==> src/rtl/hud_status_tracker.sv <==
// hud_status_tracker
//   Game-state block feeding the HUD text renderer. Tracks hearts (0..MAX_HEALTH),
//   a two-digit BCD gem score saturating at SCORE_MAX, and a post-hit
//   invulnerability window measured in frame_tick pulses.
//
// Ports
//   Clk           in   system clock, rising edge
//   Reset         in   asynchronous active-high reset
//   frame_tick    in   one pulse per video frame
//   new_game      in   restart pulse, overrides every other input
//   gem_collected in   adds 1 to the BCD score
//   player_hit    in   damage request
//   heal          in   restore one heart
//   score1        out  BCD ones digit
//   score2        out  BCD tens digit
//   health        out  current hearts
//   invincible    out  high while in INVULN
//   game_over     out  high while in DEAD
//   state_dbg     out  current FSM state (PLAYING=0, INVULN=1, DEAD=2)
//
// Event inputs are single-cycle pulses with no handshake: each pulse present at a
// rising edge is one event, and its effect is visible on the outputs after that edge.
module hud_status_tracker #(
  parameter int unsigned MAX_HEALTH    = 3,
  parameter int unsigned INVULN_FRAMES = 60,
  parameter int unsigned SCORE_MAX     = 99
) (
  input  logic       Clk,
  input  logic       Reset,
  input  logic       frame_tick,
  input  logic       new_game,
  input  logic       gem_collected,
  input  logic       player_hit,
  input  logic       heal,
  output logic [3:0] score1,
  output logic [3:0] score2,
  output logic [1:0] health,
  output logic       invincible,
  output logic       game_over,
  output logic [1:0] state_dbg
);

  typedef enum logic [1:0] {
    ST_PLAYING = 2'd0,
    ST_INVULN  = 2'd1,
    ST_DEAD    = 2'd2
  } state_t;

  localparam logic [1:0] MAX_H     = 2'(MAX_HEALTH);
  localparam logic [7:0] WIN_LOAD  = 8'(INVULN_FRAMES);
  localparam logic [6:0] SCORE_SAT = 7'(SCORE_MAX);

  state_t     state_q, state_d;
  logic [1:0] health_q, health_d;
  logic [3:0] score1_q, score1_d;
  logic [3:0] score2_q, score2_d;
  logic [7:0] cnt_q, cnt_d;
  logic       invincible_q, invincible_d;
  logic       game_over_q, game_over_d;
  logic [6:0] score_val;

  // Decimal value of the BCD pair, used only for the saturation compare.
  assign score_val = ({3'b000, score2_q} * 7'd10) + {3'b000, score1_q};

  always_comb begin
    state_d  = state_q;
    health_d = health_q;
    score1_d = score1_q;
    score2_d = score2_q;
    cnt_d    = cnt_q;

    if (new_game) begin
      state_d  = ST_PLAYING;
      health_d = MAX_H;
      score1_d = 4'd0;
      score2_d = 4'd0;
      cnt_d    = 8'd0;
    end else begin
      case (state_q)
        ST_PLAYING: begin
          // A hit wins over a heal; a coincident frame_tick is not applied to
          // the freshly loaded window.
          if (player_hit) begin
            if (health_q > 2'd1) begin
              health_d = health_q - 2'd1;
              cnt_d    = WIN_LOAD;
              state_d  = ST_INVULN;
            end else begin
              health_d = 2'd0;
              state_d  = ST_DEAD;
            end
          end else if (heal && (health_q < MAX_H)) begin
            health_d = health_q + 2'd1;
          end
        end
        ST_INVULN: begin
          // Hits are ignored here, so a coincident heal always applies.
          if (heal && (health_q < MAX_H)) begin
            health_d = health_q + 2'd1;
          end
          if (frame_tick && (cnt_q != 8'd0)) begin
            cnt_d = cnt_q - 8'd1;
            if (cnt_q == 8'd1) begin
              state_d = ST_PLAYING;
            end
          end
        end
        ST_DEAD: begin
          health_d = 2'd0;
        end
        default: begin
          state_d = ST_PLAYING;
        end
      endcase

      // Score uses the current state, so a gem alongside a fatal hit still counts.
      if ((state_q != ST_DEAD) && gem_collected && (score_val != SCORE_SAT)) begin
        if (score1_q >= 4'd9) begin
          score1_d = 4'd0;
          score2_d = score2_q + 4'd1;
        end else begin
          score1_d = score1_q + 4'd1;
        end
      end
    end

    invincible_d = (state_d == ST_INVULN);
    game_over_d  = (state_d == ST_DEAD);
  end

  always_ff @(posedge Clk or posedge Reset) begin
    if (Reset) begin
      state_q      <= ST_PLAYING;
      health_q     <= MAX_H;
      score1_q     <= 4'd0;
      score2_q     <= 4'd0;
      cnt_q        <= 8'd0;
      invincible_q <= 1'b0;
      game_over_q  <= 1'b0;
    end else begin
      state_q      <= state_d;
      health_q     <= health_d;
      score1_q     <= score1_d;
      score2_q     <= score2_d;
      cnt_q        <= cnt_d;
      invincible_q <= invincible_d;
      game_over_q  <= game_over_d;
    end
  end

  assign score1     = score1_q;
  assign score2     = score2_q;
  assign health     = health_q;
  assign invincible = invincible_q;
  assign game_over  = game_over_q;
  assign state_dbg  = state_q;

endmodule

==> config.mk <==
export PLATFORM = sky130hd
export DESIGN_NAME = hud_status_tracker
export DESIGN_NICKNAME = d
export VERILOG_FILES = /design/src/rtl/hud_status_tracker.sv
export SDC_FILE = /design/constraint.sdc
export NUM_CORES = 1
export LEC_CHECK = 0
export BUFFER_PORTS_ARGS = -buffer_cell sky130_fd_sc_hd__clkbuf_2
export CAP_MARGIN = 30
export CORE_ASPECT_RATIO = 1.1
export CORE_MARGIN = 4
export CORE_UTILIZATION = 50
export DETAILED_ROUTE_END_ITERATION = 10
export GPL_ROUTABILITY_DRIVEN = 0
export PLACE_DENSITY = 0.7
export SYNTH_ARGS = -nofsm -noshare
export SYNTH_HDL_FRONTEND = slang
export SYNTH_SLANG_ARGS = --single-unit
==> constraint.sdc <==
create_clock -name Clk -period 5.4 [get_ports Clk]
set_input_delay 0.54 -clock Clk [delete_from_list [all_inputs] [get_ports Clk]]
set_output_delay 0.54 -clock Clk [all_outputs]
set_load 0.02 [all_outputs]
==> results of run 1 <==
==> worst paths after layout <==
kind,slack [ns],endpoint,depth (start not counted),start
hold reg to reg,0.55,cnt_q[7],2,cnt_q[7]
max in group asynchronous,4.55,score1[2],2,Reset
setup / recovery,2.44,score2[3],9,score2[1]
min in group Clk,0.55,cnt_q[7],2,cnt_q[7]
setup reg to reg,2.44,score2[3],9,score2[1]
hold / removal,0.35,score2[2],2,Reset
==> state kept, by name (all words and copies together) (netlist names) <==
name,cells
score1,4
cnt_q,8
score2,4
invincible,1
game_over,1
state_dbg,2
health,2
==> kinds of logic (layout without fill, tap and decap cells) <==
group,after synthesis,in the layout,synth area share (%)
and+or+nand+nor,69,69,22.3
AOI/OAI and AO/OA,38,38,15.4
buffers and inverters,27,46,6.22
adders and majority gates,23,23,17.3
DFF,22,22,31.6
muxes,8,8,4.79
xor gates and xnor gates,4,4,2.43
==> critical path, delay by kind of cell (launching register included) <==
family,cells,cell delay [ns]
adder cells (fa/ha/maj),3,0.86
AND/OR/NAND/NOR,2,0.57
flip-flops,1,0.48
multiplexers,1,0.38
AO/OA/AOI/OAI,1,0.34
XOR/XNOR,1,0.19
buffers and inverters,1,0.04
==> final cells by class <==
cell class	count	area [µm²]	share of cell area, %
clock buffers	3	22.5	1.16
clock inverters	1	30.0	1.55
inverters	22	82.6	4.26
multi-input cells	142	1090	56.2
flip-flops and latches	22	553	28.6
well taps	48	60.1	3.10
repair buffers	20	100	5.17
==> layer usage <==
| layer | wire, µm | share of wire [%] |
|---|---|---|
| met5 | 0 | 0 |
| met4 | 44 | 1.2 |
| met3 | 111 | 3.1 |
| met2 | 1780 | 49 |
| met1 | 1690 | 47 |
==> per-stage QoR <==
| stage | cells | hold WS [ns] | cell area [µm²] | power [µW] | setup slack, ns |
|---|---|---|---|---|---|
| floorplan | 191 | 0.481 | 1750 | 533 | 2.51 |
| global placement | 254 | 0.526 | 1880 | 605 | 2.55 |
| detailed placement | 254 | 0.540 | 1880 | 622 | 2.43 |
| global route | 258 | 0.408 | 1940 | 812 | 2.28 |
| finish | 258 | 0.347 | 1940 | 749 | 2.44 |
| CTS | 258 | 0.372 | 1940 | 753 | 2.42 |
==> layout by cell type (no fill, tap or decap), types with 3 or more instances in the layout <==
master and instances:
mux2i_1 5, nand2_1 9, or3_1 3, a311oi_1 3, nor2_1 17, clkbuf_2 20
nor3_1 8, nor2b_1 5, o21ai_0 4, mux2_2 3, nand3_1 4, xnor2_1 3
dfrtp_1 20, a21oi_1 13, ha_1 21, nand2b_1 5, clkbuf_4 3, inv_1 22
==> where the power goes <==
group	leakage, µW	switching (µW)	internal [µW]
clock network	0.0000279	52.1	75.1
registers	0.000294	50.3	210
logic	0.000620	214	147
total	0.000941	316	432
==> flow_metrics.py, run 1 <==
metrics = {
    "status": {
        "status": "completed",
    },
    "placed_design": {
        "dpl.hpwl_mm": 2.81,
        "port_buffers": 20,
    },
    "clock_network": {
        "clk-insertion-delay-late_ns": 0.31,
        "cts_tree": "done",
        "clk_pin_slew_ns": 0.12,
        "cts_setup_buffers": 0,
        "ctsResizeCount": 0,
        "clockRootBuffer": "clkbuf_4",
        "numCtsBuffers": 3,
        "htreeDepth": 1,
        "cts_buffer_depth": 2,
        "cts.sinks": 22,
        "cts_hold_buf": 0,
    },
    "floorplan": {
        "std_cell_rows": 22,
        "ios": 21,
        "start_util_pct": 52.1,
        "die_area_mm2": 0.00451,
        "core-area_mm2": 0.00336,
        "die_x_um": 64.4,
        "die_y_um": 70.1,
    },
    "synth": {
        "syn_avg_cell_area_um2": 9.16,
        "yosysWarnings": 0,
        "synth_top_area_share_pct": 28.6,
        "ys_seq_area_share_pct": 31.6,
        "synth-edff-count": 0,
        "yosysMostFrequentCell": "inv_1",
        "syn_nets": 221,
        "synth_seq_cells": 22,
        "synthTopCellsByArea": "dfrtp_1, ha_1, inv_1, a21oi_1, nor2_1",
        "netlist_area_mm2": 0.00175,
        "synth_top_flop_cell": "dfrtp_1",
        "synth_top_area_cell": "dfrtp_1",
        "syn_inst": 191,
        "async_reset_ff_share_pct": 100,
        "netlist_top_cells_count": "inv_1, ha_1, dfrtp_1, nor2_1, a21oi_1",
        "synth.distinct_cells": 50,
    },
    "timing": {
        "fmax_mhz": 338,
        "setup_violations": 0,
        "fin_crit_ns": 2.96,
        "period_share_pct": 54.8,
        "relSlewSlack_pct": 45.2,
        "slew_violations": 0,
        "finClkSkew_ns": 0.00319,
        "tns_ns": 0,
        "tightest_slew_ns": 0.822,
        "hold_viol_final": 0,
        "rsz0062_at_grt": "false",
    },
    "critical_path": {
        "cp_slowest_stage_delay_ns": 0.48,
        "cp-end-kind": "register",
        "cpMostUsedCell": "ha_1",
        "slowest_stage": "dfrtp_1",
        "required_ns": 5.61,
        "crit_fanout": 10,
        "worstPathCellList": "ha_1 > ha_1 > inv_1 > fa_1 > xor2_2 > and4_1 > o211a_1 > nor4b_1 > mux2_2",
        "critPathLaunchType": "register",
        "path_class": "register to register",
        "cp.arrival_ns": 3.17,
    },
    "power_and_ir_drop": {
        "p_leak_uw": 0.000941,
        "peakVddDrop_v": 0.000217,
        "powerDensity_mw_per_mm2": 386,
    },
    "job": {
        "drv_cap": 0,
    },
    "worst_hold_path": {
        "hold_class": "input pin to asynchronous set/reset pin",
    },
    "layout": {
        "drive_gt1_share_pct": 17.1,
        "n_antenna_cell": 0,
        "fillers": 324,
        "post-route-util_pct": 57.7,
        "fin_nets": 241,
        "syn2layout_area_growth_pct": 10.7,
    },
    "route": {
        "vias_per_cell": 5.69,
        "drc": 0,
        "drt_iter0_markers": 63,
        "ant_nets": 0,
        "first_pass_iters": 4,
        "vias": 1468,
        "wirelength_mm": 3.63,
        "wire_per_inst_um": 14.1,
    },
    "global_routing": {
        "use_met2_pct": 30.4,
        "antenna_found_initial": 0,
        "grt_max_degree": 27,
        "gr-usage-all-layers_pct": 17.7,
        "grt_busiest_layer": "met2",
        "grt_pass1_wl_mm": 6.51,
        "gr-usage-met3_pct": 2.41,
        "use_met1_pct": 22.5,
        "grt_pass1_vias": 1468,
        "gr-total-overflow": 0,
    },
}
Note: power is estimated with default switching activity, not from simulation.
==> inputs of run 2 (changes only) <==
- PLACE_DENSITY: 0.7 -> 0.73
- clock period: 5.4 -> 2.4 ns (I/O delays scaled with it)
==> run 2 against run 1 <==
Clock-buffer cell count unchanged. Hold slack got worse by 0.28 ns. Critical path type unchanged. Sequential power rose by 120%. Combinational power rose by 130%. Cell count increased by 5.8%. Clock skew is 0.0027 ns higher. Utilization up 7.5 points. The run now ends with negative setup slack left. Global-route usage about the same.
==> flow_metrics.py, run 2 (same netlist as run 1, synthesis figures left out) <==
metrics = {
    "layout": {
        "syn2layout_area_growth_pct": 25.0,
        "layout_common_cells": "inv_1, clkbuf_2, ha_1, nor2_1, dfrtp_1",
        "multi_input_comb_area_mm2": 0.00120,
        "fin_nets": 256,
        "regArea_um2": 557,
        "n_antenna_cell": 0,
        "largest_reg_flops": 8,
        "drive_gt1_share_pct": 29.8,
        "layout_commonest_cell": "inv_1",
        "fin_cells": 273,
        "largest-register": "cnt_q",
        "fillers": 285,
    },
    "placed_design": {
        "dpl.cell_count": 267,
        "dpl.hpwl_mm": 2.98,
        "port_buffers": 20,
    },
    "timing": {
        "setup_violations": 8,
        "relSlewSlack_pct": 44.1,
        "setup_slack_ns": -0.152,
        "fmax_mhz": 392,
        "tightest_slew_ns": 0.837,
        "slew_violations": 0,
        "hold_viol_final": 0,
        "period_share_pct": 106,
        "finClkSkew_ns": 0.00592,
        "fin_crit_ns": 2.55,
        "rsz0062_at_grt": "true",
        "tns_ns": -0.933,
    },
    "critical_path": {
        "cpMostUsedCell": "ha_4",
        "rrSetupSlack_ns": -0.15,
        "critPathLaunchType": "register",
        "r2r_end": "score1[2]",
        "worstPathCellList": "ha_4 > ha_4 > inv_2 > fa_2 > xor2_2 > and4_1 > o211a_4 > buf_12 > or4_4 > a21oi_2",
        "slowest_stage": "dfrtp_2",
        "required_ns": 2.64,
        "cp_slowest_stage_delay_ns": 0.44,
        "path_class": "register to register",
        "r2r_cells": 10,
        "reg2reg_from": "score2[1]",
        "cp.arrival_ns": 2.79,
        "cp-end-kind": "register",
        "crit_fanout": 8,
    },
    "floorplan": {
        "std_cell_rows": 22,
        "die_y_um": 70.1,
        "core-area_mm2": 0.00336,
        "die_area_mm2": 0.00451,
        "die_x_um": 64.4,
        "start_util_pct": 52.1,
        "ios": 21,
    },
    "global_routing": {
        "gr-usage-met3_pct": 2.41,
        "gr-total-overflow": 0,
        "grt_busiest_layer": "met2",
        "grt_pass1_vias": 1444,
        "grt_max_degree": 27,
        "gr-usage-all-layers_pct": 17.7,
        "use_met2_pct": 31.0,
        "grt_pass1_wl_mm": 6.53,
        "antenna_found_initial": 0,
        "use_met1_pct": 22.5,
    },
    "route": {
        "wire_per_inst_um": 14.5,
        "ant_nets": 0,
        "vias_per_cell": 5.55,
        "drc": 0,
        "first_pass_iters": 4,
        "drt_iter0_markers": 36,
        "vias": 1516,
        "wirelength_mm": 3.95,
    },
    "status": {
        "violations": "negative setup slack",
        "status": "complete, but fails checks",
    },
    "clock_network": {
        "clockRootBuffer": "clkbuf_4",
        "numCtsBuffers": 3,
        "clk_pin_slew_ns": 0.13,
        "cts_hold_buf": 0,
        "cts_tree": "done",
        "cts.sinks": 22,
        "htreeDepth": 1,
        "cts_buffer_depth": 2,
        "clk-insertion-delay-late_ns": 0.31,
    },
    "power_and_ir_drop": {
        "intPower_uw": 985,
        "powerDensity_mw_per_mm2": 778,
        "p_sw_share_pct": 42.2,
        "switchingPower_uw": 718,
        "p_leak_uw": 0.00102,
        "peakVddDrop_v": 0.000567,
        "combPwrFrac_pct": 49.5,
        "clkPwrFrac_pct": 16.7,
        "seqPwrFrac_pct": 33.8,
    },
    "worst_hold_path": {
        "hold_class": "input pin to asynchronous set/reset pin",
    },
    "job": {
        "drv_cap": 0,
    },
}
==> run 2: cell types whose count changed in the layout (fill, tap and decap cells not counted), sizes merged <==
cell,change
buf,+15
==> run 2: worst max path at each step <==
stage | start | to | slack, ns | depth (start not counted)
final | score2[1] | score1[2] | -0.15 | 10
after global routing | score2[1] | score2[1] | -0.24 | 11
after CTS | score2[1] | score1[2] | -0.17 | 10
after detailed placement | score2[1] | score1[2] | -0.20 | 10
after global placement | score2[3] | score2[3] | -0.13 | 9
after floorplan | score2[1] | score2[3] | -0.27 | 10
==> run 2: critical path: cells and delay by family, from the launching register on <==
kind | cells | cell delay, ns
compound gates | 2 | 0.39
flops | 1 | 0.44
fa+ha+maj | 3 | 0.72
buf+inv | 2 | 0.17
xor+xnor | 1 | 0.16
simple gates | 2 | 0.60
==> run 2: final cells by class <==
type | count | area share [%]
Clock buffer | 3 | 1.03
Tap cell | 48 | 2.74
Timing Repair Buffer | 35 | 10.6
Multi-Input combinational cell | 142 | 55.0
Clock inverter | 1 | 1.37
Inverter | 22 | 3.77
Sequential cell | 22 | 25.4
==> run 2: power by group through the flow <==
stage / logic [µW] / registers [µW] / clock network (µW)
after global placement: 799 / 573 / 0
after detailed placement: 830 / 582 / 0
after floorplan: 579 / 621 / 0
after global routing: 947 / 596 / 307
after CTS: 835 / 576 / 293
final: 843 / 576 / 284
==> run 2: what timing repair did <==
item,CTS,global route
setup endpoints to repair,8,9
resized for setup,6,7
setup buffers,0,2
pin swaps,5,2
==> run 2: through the flow <==
step                power [µW]  cell area, µm²  hold slack, ns  setup slack, ns  util (%)
finish                    1700            2190          0.0624           -0.152      65.2
floorplan                 1200            1800           0.228           -0.273         -
detailed placement        1410            2050           0.432           -0.196      61.0
CTS                       1700            2130          0.0779           -0.167      63.3
global route              1850            2190           0.111           -0.238      65.2
global placement          1370            2050           0.415           -0.133      61.0
==> run 2: per-layer routing <==
| layer | part of all wire, % | vias up |
|---|---|---|
| met2 | 52 | 44 |
| met3 | 4.0 | 2 |
| met1 | 43 | 719 |
| li1 | - | 751 |
| met5 | 0 | - |
| met4 | 0.20 | 0 |
==> inputs of run 3 (changes only) <==
- BUFFER_PORTS_ARGS: -buffer_cell sky130_fd_sc_hd__clkbuf_2 -> -buffer_cell sky130_fd_sc_hd__buf_2
==> run 3 against run 2 <==
The flow still finishes with violations (negative setup slack). Fmax shrank 0.34%. Cell count fell by 0.37%. Register-to-register slack about the same. Sequential share of layout area grew 0.90 points. Flip-flop and latch count unchanged. Clock power about the same. Non-clock buffer count shrank 1. Global-route usage is 0.67 points higher. Clock-buffer cell count unchanged. Total power up 1.5%. Utilization down 2.2 points. First-iteration DRC count increased to 2.7 times the previous value. Critical endpoint unchanged.
==> flow_metrics.py, run 3 (same netlist as run 1, synthesis figures left out) <==
metrics = {
    "status": {
        "status": "complete, but fails checks",
        "violations": "negative setup slack",
    },
    "global_routing": {
        "gr-usage-all-layers_pct": 18.3,
        "use_met1_pct": 22.9,
        "grt_pass1_wl_mm": 6.83,
        "antenna_found_initial": 0,
        "gr-total-overflow": 0,
        "grt_busiest_layer": "met2",
        "grt_pass1_vias": 1513,
        "use_met2_pct": 32.7,
        "grt_max_degree": 27,
        "gr-usage-met3_pct": 2.57,
    },
    "layout": {
        "n_antenna_cell": 0,
        "largest-register": "cnt_q",
        "layout_common_cells": "inv_1, buf_2, ha_1, nor2_1, dfrtp_1",
        "fin_nets": 255,
        "drive_gt1_share_pct": 27.7,
        "largest_reg_flops": 8,
        "syn2layout_area_growth_pct": 20.7,
        "layout_commonest_cell": "inv_1",
    },
    "critical_path": {
        "path_class": "register to register",
        "cp-end-kind": "register",
        "cp.arrival_ns": 2.81,
        "crit_fanout": 8,
        "reg2reg_from": "score2[3]",
        "r2r_end": "score1[2]",
        "required_ns": 2.65,
        "r2r_cells": 10,
        "rrSetupSlack_ns": -0.16,
        "critPathLaunchType": "register",
    },
    "clock_network": {
        "clockRootBuffer": "clkbuf_4",
        "cts_hold_buf": 0,
        "clk-insertion-delay-late_ns": 0.31,
        "cts_buffer_depth": 2,
        "numCtsBuffers": 3,
        "cts.sinks": 22,
        "cts_setup_buffers": 0,
        "clk_pin_slew_ns": 0.13,
        "htreeDepth": 1,
        "cts_tree": "done",
    },
    "route": {
        "vias_per_cell": 5.61,
        "drc": 0,
        "wire_per_inst_um": 14.5,
        "first_pass_iters": 4,
        "ant_nets": 0,
        "vias": 1526,
        "wirelength_mm": 3.94,
        "drt_iter0_markers": 96,
    },
    "timing": {
        "period_share_pct": 107,
        "hold_viol_final": 0,
        "relSlewSlack_pct": 44.4,
        "tns_ns": -0.977,
        "slew_violations": 0,
        "fin_crit_ns": 2.56,
        "setup_slack_ns": -0.161,
        "rsz0062_at_grt": "true",
        "finClkSkew_ns": 0.00812,
        "setup_violations": 8,
        "tightest_slew_ns": 0.833,
        "fmax_mhz": 391,
    },
    "floorplan": {
        "ios": 21,
        "die_area_mm2": 0.00451,
        "start_util_pct": 52.1,
        "die_y_um": 70.1,
        "std_cell_rows": 22,
        "die_x_um": 64.4,
        "core-area_mm2": 0.00336,
    },
    "power_and_ir_drop": {
        "p_leak_uw": 0.00101,
        "powerDensity_mw_per_mm2": 818,
        "peakVddDrop_v": 0.000557,
    },
    "placed_design": {
        "post-place-ws_ns": -0.208,
        "port_buffers": 20,
        "dpl.hpwl_mm": 3.02,
    },
    "worst_hold_path": {
        "hold_class": "input pin to asynchronous set/reset pin",
    },
    "job": {
        "drv_cap": 0,
    },
}
[run 3: stage by stage]
| step | instances | total power, µW | area (µm²) | hold WS [ns] | utilization (%) |
|---|---|---|---|---|---|
| 6_report | 272 | 1730 | 2110 | 0.0670 | 62.9 |
| 5_1_grt | 272 | 1860 | 2110 | 0.134 | 62.9 |
| 4_1_cts | 272 | 1720 | 2110 | 0.0910 | 62.8 |
| 3_5_place_dp | 268 | 1420 | 2040 | 0.447 | 60.8 |
| 3_3_place_gp | 268 | 1370 | 2040 | 0.428 | 60.8 |
| 2_1_floorplan | 191 | 1200 | 1800 | 0.228 | - |
[run 3: metal layers]
metal,part of all wire [%],vias to the layer above
li1,-,740
met1,44,749
met2,52,33
met3,3.3,4
met4,0.91,0
met5,0,-
[run 3: report_power, final]
group          leakage [µW]  total, µW  internal (µW)  switching, µW
Combinational      0.000698        862            349            513
Clock             0.0000279        287            169            119
Sequential         0.000289        580            472            108
Total               0.00101       1730            990            739
[run 3: worst max path at each step]
stage / from / endpoint / slack [ns] / cells after the start
2_1_floorplan: score2[1] / score2[3] / -0.27 / 10
3_3_place_gp: score2[1] / score1[2] / -0.11 / 10
3_5_place_dp: score2[3] / score1[0] / -0.21 / 10
4_1_cts: score2[3] / score1[1] / -0.16 / 10
5_1_grt: score2[1] / score1[1] / -0.24 / 10
6_report: score2[3] / score1[2] / -0.16 / 10
[run 3: worst max-delay path, cell delays in order (launching register included)]
cell,delay [ns]
dfrtp_2,0.45
ha_4,0.27
ha_4,0.11
inv_2,0.03
fa_2,0.35
xor2_2,0.17
and4_1,0.18
o211a_1,0.25
buf_6,0.15
or4_1,0.42
a21oi_2,0.13
[run 3: repair_timing]
item                                   4_1_cts  5_1_grt
pin swaps                                    2        2
endpoints found under the hold margin        0        0
setup endpoints to repair                    8        8
resized for setup                            5        1
[run 3: layout make-up]
type	instances	area (µm²)
Inverter	22	82.6
Clock inverter	1	30.0
Clock buffer	3	22.5
Sequential cell	22	557
Fill cell	299	1240
Tap cell	48	60.1
Multi-Input combinational cell	142	1150
Timing Repair Buffer	34	213
